File: src/rtl/explore_pkg.sv
// Shared types and constants for the explore sequencer and its operand shifter.
package explore_pkg;

  localparam int unsigned DefaultWidth = 32;
  localparam int unsigned LatW         = 3;

  typedef enum logic [2:0] {
    StIdle,
    StLoad,
    StIssue,
    StWait,
    StDone
  } state_e;

endpackage

File: src/rtl/serial_operand_shreg.sv
// Two MSB-first serial-to-parallel operand registers sharing one bit counter.
module serial_operand_shreg
  import explore_pkg::*;
#(
  parameter int unsigned WIDTH = DefaultWidth
) (
  input  logic             i_clk,
  input  logic             i_rst_n,
  input  logic             i_clr,
  input  logic             i_shift,
  input  logic             i_ser_a,
  input  logic             i_ser_b,
  output logic [WIDTH-1:0] o_op_a,
  output logic [WIDTH-1:0] o_op_b,
  output logic             o_last
);

  localparam int unsigned CntW = $clog2(WIDTH);

  logic [WIDTH-1:0] r_op_a;
  logic [WIDTH-1:0] r_op_b;
  logic [CntW-1:0]  r_cnt;

  assign o_last = (r_cnt == CntW'(WIDTH - 1));
  assign o_op_a = r_op_a;
  assign o_op_b = r_op_b;

  always_ff @(posedge i_clk) begin
    if (!i_rst_n) begin
      r_op_a <= '0;
      r_op_b <= '0;
      r_cnt  <= '0;
    end else if (i_clr) begin
      // Operands keep their old contents; only the bit count restarts.
      r_cnt <= '0;
    end else if (i_shift) begin
      r_op_a <= {r_op_a[WIDTH-2:0], i_ser_a};
      r_op_b <= {r_op_b[WIDTH-2:0], i_ser_b};
      r_cnt  <= o_last ? '0 : r_cnt + CntW'(1);
    end
  end

endmodule

File: src/rtl/explore_sequencer.sv
// Loads two serial operands, waits a configurable latency for the datapath,
// captures its result and exposes it byte by byte.
module explore_sequencer
  import explore_pkg::*;
#(
  parameter int unsigned WIDTH = DefaultWidth
) (
  input  logic            clk,
  input  logic            rst_n,
  input  logic            start,
  input  logic            abort,
  input  logic            ser_a,
  input  logic            ser_b,
  input  logic [LatW-1:0] lat_cfg,
  output logic [WIDTH-1:0] op_a,
  output logic [WIDTH-1:0] op_b,
  output logic            op_valid,
  input  logic [WIDTH:0]  res_in,
  input  logic [2:0]      byte_sel,
  output logic [7:0]      dout,
  output logic            busy,
  output logic            done
);

  state_e          r_state;
  state_e          w_state_d;
  logic [LatW-1:0] r_wait;
  logic [WIDTH:0]  r_result;
  logic            w_shift;
  logic            w_clr;
  logic            w_latch;
  logic            w_capture;
  logic            w_dec;
  logic            w_last;
  logic [63:0]     w_res_ext;

  serial_operand_shreg #(
    .WIDTH(WIDTH)
  ) u_shreg (
    .i_clk   (clk),
    .i_rst_n (rst_n),
    .i_clr   (w_clr),
    .i_shift (w_shift),
    .i_ser_a (ser_a),
    .i_ser_b (ser_b),
    .o_op_a  (op_a),
    .o_op_b  (op_b),
    .o_last  (w_last)
  );

  always_ff @(posedge clk) begin
    if (!rst_n) begin
      r_state  <= StIdle;
      r_wait   <= '0;
      r_result <= '0;
    end else begin
      r_state <= w_state_d;
      if (w_latch) begin
        r_wait <= lat_cfg;
      end else if (w_dec) begin
        r_wait <= r_wait - LatW'(1);
      end
      if (w_capture) begin
        r_result <= res_in;
      end
    end
  end

  always_comb begin
    w_state_d = r_state;
    w_shift   = 1'b0;
    w_clr     = 1'b0;
    w_latch   = 1'b0;
    w_capture = 1'b0;
    w_dec     = 1'b0;
    busy      = 1'b0;
    done      = 1'b0;
    op_valid  = 1'b0;
    unique case (r_state)
      StIdle, StDone: begin
        done = (r_state == StDone);
        if (start) begin
          w_state_d = StLoad;
          w_clr     = 1'b1;
          w_latch   = 1'b1;
        end
      end
      StLoad: begin
        busy    = 1'b1;
        w_shift = 1'b1;
        if (w_last) w_state_d = StIssue;
      end
      StIssue: begin
        busy     = 1'b1;
        op_valid = 1'b1;
        if (r_wait == '0) begin
          w_state_d = StDone;
          w_capture = 1'b1;
        end else begin
          w_state_d = StWait;
        end
      end
      StWait: begin
        busy     = 1'b1;
        op_valid = 1'b1;
        w_dec    = 1'b1;
        if (r_wait == LatW'(1)) begin
          w_state_d = StDone;
          w_capture = 1'b1;
        end
      end
      default: w_state_d = StIdle;
    endcase
    // Abort freezes operands, counters and result; only the state moves.
    if (abort) begin
      w_state_d = StIdle;
      w_shift   = 1'b0;
      w_clr     = 1'b0;
      w_latch   = 1'b0;
      w_capture = 1'b0;
      w_dec     = 1'b0;
    end
  end

  assign w_res_ext = 64'(r_result);
  assign dout      = w_res_ext[{byte_sel, 3'b000} +: 8];

endmodule
File: config.mk
export PLATFORM = sky130hd
export DESIGN_NAME = explore_sequencer
export DESIGN_NICKNAME = d
export VERILOG_FILES = /design/src/rtl/explore_pkg.sv /design/src/rtl/serial_operand_shreg.sv /design/src/rtl/explore_sequencer.sv
export SDC_FILE = /design/constraint.sdc
export NUM_CORES = 1
export LEC_CHECK = 0
export ABC_AREA = 1
export CORE_ASPECT_RATIO = 1.1
export CORE_UTILIZATION = 37
export CTS_BUF_LIST = sky130_fd_sc_hd__clkbuf_2
export CTS_CLUSTER_SIZE = 24
export DETAILED_ROUTE_END_ITERATION = 7
export PLACE_DENSITY_LB_ADDON = 0.08
export SYNTH_ARGS = -nofsm -noshare
export SYNTH_HDL_FRONTEND = slang
export SYNTH_SLANG_ARGS = --single-unit
File: constraint.sdc
create_clock -name clk -period 2.2 [get_ports clk]
set_input_delay 0.44 -clock clk [delete_from_list [all_inputs] [get_ports clk]]
set_output_delay 0.44 -clock clk [all_outputs]
set_load 0.01 [all_outputs]
# Yosys cells after proc, flatten, opt, wreduce, memory -nomap -nowiden
# Index checks and enable logic that the tools add are counted.
# totals
reg_bits,108
in_bits,45
# op_classes
add_sub_neg,2
eq_ne,9
n_shift,1
mux,22
bitwise_logic,2
n_reduce_logical,10
# ops
cell,count
$shiftx A64 B7 Y8,1
$mux W3,6
$mux W1,13
$pmux W3 S4,1
$reduce_or A2 Y1,4
$eq A3 B1 Y1 const B,2
$eq A3 B2 Y1 const B,2
$logic_not A3 Y1,2
$add A5 B1 Y5 const B,1
$eq A5 B5 Y1 const B,1
$mux W5,1
$ne A2 B2 Y1 const B,2
$eq A3 B3 Y1 const B,1
$reduce_and A3 Y1,1
$reduce_or A3 Y1,1
$sub A3 B1 Y3 const B,1
$ne A2 B1 Y1 const B,1
$not A1 Y1,2
$pmux W1 S2,1
$reduce_and A2 Y1,1
$reduce_bool A2 Y1,1

# Logic depth before layout (Yosys ltp)
# depth
ltp_word,6
depth_mapped,11

# Modules after synthesis
# Synthesis repeated with hierarchy kept, for this count alone.
# unflattened
cells_unflattened,678
hier_area_um2,4809.6
# modules_own_cells
module,instances,cells_per_inst,area_per_inst_um2,seq_area_each_um2
serial_operand_shreg,1,312,2487.4,1381.3
explore_sequencer,1,366,2322.2,780.7

# Worst setup path after synthesis
# No wires, ideal clock.
# synth_path
path_kind,input to output
startpoint,in byte_sel[0]
endpoint,out dout[6]
arrival_time_ns,1.297
required_ns,1.760
path_slack_ns,0.463
cell_stages,6
n_path_buf,2
path_cell_list,buf_2 clkbuf_1 nor2_1 nor2_1 o21ai_0 a21oi_1
# synth_between
elab_chain_len,1
# synth_lines
element,line_no,text
start: declaration,explore_sequencer.sv:19,"input logic [2:0] byte_sel,"
$shiftx A64 B7 Y8,explore_sequencer.sv:126,"assign dout = w_res_ext[{byte_sel, 3'b000} +: 8];"
end: declaration,explore_sequencer.sv:20,"output logic [7:0] dout,"
# No other way between the ends.

# Final worst setup path
# layout_path
startpoint,reg r_result[1]
endpoint,out dout[1]
# layout_between
elab_chain_len,1
# layout_lines
element,line_no,text
start: declaration,explore_sequencer.sv:28,logic [WIDTH:0] r_result;
start signal: assignment,explore_sequencer.sv:64,r_result <= res_in;
$shiftx A64 B7 Y8,explore_sequencer.sv:126,
# No other way between the ends.

==> impl_metrics.py <==
metrics = {
    "sta": {
        "fin_skew_ns": 0.0250,
        "rsz0062_at_grt": "no",
        "drv_slew": 0,
        "fmax_mhz": 480,
        "setup_tns_ns": 0,
        "tightest_slew_ns": 0.414,
        "setup_slack_ns": 0.115,
        "layout_worst_path_cycle_share_pct": 94.8,
        "setup_viol": 0,
        "hold_violations": 0,
        "min_period_ns": 2.08,
        "slew_headroom_pct": 72.4,
    },
    "placed_design": {
        "dp_hpwl_mm": 7.69,
        "gp_congestion": 0.851,
        "pre_cts_slack_ns": -0.359,
        "dpl_cell_area_sq_um": 6070,
        "port_buffers": 119,
    },
    "power": {
        "power.switching_uw": 1060,
        "p_per_area_nw_per_um2": 576,
        "ir_worst_vdd_mv": 0.319,
        "cellLeakagePower_uw": 0.00256,
        "clkPwrFrac_pct": 23.1,
        "pwr-share-comb_pct": 18.0,
        "intPower_uw": 2510,
        "seq_power_share_pct": 58.9,
        "swShare_pct": 29.7,
    },
    "drt": {
        "first_iter_violations": 254,
        "ant_nets": 0,
        "routed_wl_mm": 11.6,
        "wl_per_cell_um": 12.2,
        "first_pass_iters": 4,
        "dr_total_vias": 4506,
        "via_per_inst": 4.75,
        "route.detailed.drc": 0,
    },
    "floorplan": {
        "chipHeight_um": 121,
        "ios": 120,
        "die_w_um": 110,
        "rows": 43,
        "start_util_pct": 38.0,
        "dieArea_sq_um": 13400,
        "core_area_sq_um": 12600,
    },
    "synthesis": {
        "yosysWarnings": 0,
        "ys_ff_latch": 108,
        "synthTopCellsByArea": "dfxtp_1, nor2_1, o21ai_0",
        "syn-num-nets": 726,
        "yosysUniqueCellTypes": 24,
        "syn_inst": 676,
        "synth-seq-area-share_pct": 45.2,
        "synth_area_per_cell_sq_um": 7.07,
        "synth_top_area_share_pct": 45.2,
        "synth_area_sq_um": 4780,
        "yosys.area.top_type": "dfxtp_1",
    },
    "clock_network": {
        "clockRootBuffer": "clkbuf_2",
        "cts_tree": "built",
        "numCtsBuffers": 9,
        "clk_pin_slew_ns": 0.28,
        "postCtsHoldBufs": 0,
        "clk_latency_ns": 0.59,
        "htreeDepth": 3,
        "clock_sinks": 108,
        "clockBufferDepth": 2,
    },
    "finish": {
        "fin_area_sq_um": 6210,
        "area_delta_synth_final_pct": 29.9,
        "fillers": 1317,
        "diodes": 0,
        "layout-drive-gt1-share_pct": 11.4,
        "final_nets": 836,
    },
    "setup_path": {
        "setup.worst_path.end_class": "output pin",
        "worstPathRequired_ns": 1.76,
        "arrival_ns": 1.64,
        "cp_max_fo": 2,
        "path_class": "reg2out",
        "critPathLaunchType": "register",
    },
    "global_route": {
        "antenna_found_initial": 0,
        "grt_pass1_wl_mm": 19.3,
        "grt_pass1_vias": 4225,
        "track_usage_pct": 18.3,
        "grt_max_degree": 102,
        "gr-total-overflow": 0,
    },
    "hold_path": {
        "min_path_type": "in2reg",
    },
    "run": {
        "maxCapViolations": 0,
    },
    "status": {
        "status": "complete, no violations",
    },
}
## sequential cells by signal (all words and copies together), names as in the netlist
signal / count
r_result: 33
u_shreg.r_cnt: 5
r_state: 3
u_shreg.o_op_a: 32
u_shreg.o_op_b: 32
r_wait: 3
## worst max-delay path, cell delays in order (launching register included)
cell             delay [ns]
dfxtp_2                0.41
nor2_1                 0.05
nor2_1                 0.09
o21ai_0                0.09
a21oi_1                0.16
clkdlybuf4s15_1        0.26
## cell usage after synthesis
| master | n |
|---|---|
| nand4_1 | 2 |
| clkinv_1 | 1 |
| buf_12 | 2 |
| o21ai_0 | 63 |
| a21oi_1 | 29 |
| a21oi_2 | 20 |
| buf_8 | 1 |
| buf_2 | 7 |
| nand2_2 | 1 |
| buf_4 | 7 |
| ha_1 | 5 |
| nand2_1 | 72 |
| nor2_1 | 207 |
| nand3_1 | 42 |
| nand3_2 | 2 |
| buf_1 | 5 |
| o211ai_1 | 1 |
| inv_1 | 53 |
| nor2_2 | 3 |
| inv_2 | 3 |
| clkbuf_1 | 17 |
| o21ai_1 | 20 |
| dfxtp_1 | 108 |
| buf_6 | 5 |
## layout make-up
cell class	instances	area, sq um	share of cell area (%)
Inverter	57	218	3.51
Tap cell	157	196	3.16
Clock inverter	7	50.0	0.806
Clock buffer	9	45.0	0.726
Multi-Input combinational cell	467	2120	34.2
Sequential cell	108	2180	35.2
Timing Repair Buffer	142	1390	22.4
Timing Repair inverter	1	3.75	0.0605
## repair_timing
action | in CTS | in global routing
cloned | 1 | 0
setup endpoints to repair | 11 | 7
buffers inserted | 3 | 3
gates resized for setup | 25 | 19
## power groups by stage
stage | clock network, uW | logic [uW] | registers [uW]
after floorplan | 0 | 351 | 2150
after global placement | 0 | 637 | 2140
after detailed placement | 0 | 648 | 2140
after CTS | 871 | 650 | 2110
after global routing | 952 | 729 | 2120
final | 826 | 645 | 2100
## stage by stage
step | instances | utilization, % | hold WS (ns) | total power [uW]
2_1_floorplan | 676 | - | 0.439 | 2500
3_5_place_dp | 925 | 48.2 | 0.465 | 2790
5_1_grt | 948 | 49.3 | 0.283 | 3800
4_1_cts | 945 | 49.2 | 0.271 | 3630
6_report | 948 | 49.3 | 0.298 | 3570
3_3_place_gp | 925 | 48.2 | 0.451 | 2770
## routing by layer
| metal | vias to the layer above | GRT usage (%) | part of all wire [%] |
|---|---|---|---|
| met2 | 102 | 28.7 | 45 |
| met1 | 2037 | 23.3 | 46 |
| li1 | 2349 | - | - |
| met4 | 0 | 7.65 | 2.1 |
| met3 | 18 | 5.16 | 6.8 |
| met5 | - | 0 | 0 |
## worst paths after layout
| check | startpoint | to | slack [ns] | cells after the start |
|---|---|---|---|---|
| setup / recovery | r_result[1] | dout[1] | 0.12 | 5 |
| hold / removal | rst_n | r_result[1] | 0.30 | 4 |
| setup reg to reg | r_wait[0] | r_result[19] | 0.55 | 10 |
| hold reg to reg | u_shreg.r_cnt[4] | u_shreg.r_cnt[4] | 0.49 | 2 |
## cell families after synthesis
group           share of synthesized area, %
buf+inv                                 10.4
simple gates                            27.5
compound gates                          15.6
fa+ha+maj                               1.31
flops                                   45.2
## cells in the final DEF (no fill, tap or decap)
master	n
o21ai_0	63
dfxtp_2	15
clkdlybuf4s15_1	2
o21ai_1	20
inv_4	1
nand2_2	1
clkinv_2	2
clkbuf_2	14
dfxtp_1	92
a21oi_2	20
inv_6	2
o211ai_1	1
inv_1	53
nor2_1	207
nand2_1	72
a21oi_1	29
buf_4	18
nand3_2	2
clkinvlp_4	2
dfxtp_4	1
clkinv_1	2
dlygate4sd2_1	6
clkinv_4	1
buf_12	5
nor2_2	3
inv_2	2
nand4_1	2
nand3_1	42
buf_2	1
clkdlybuf4s50_1	105
ha_1	5
(Power assumes the default switching activity.)
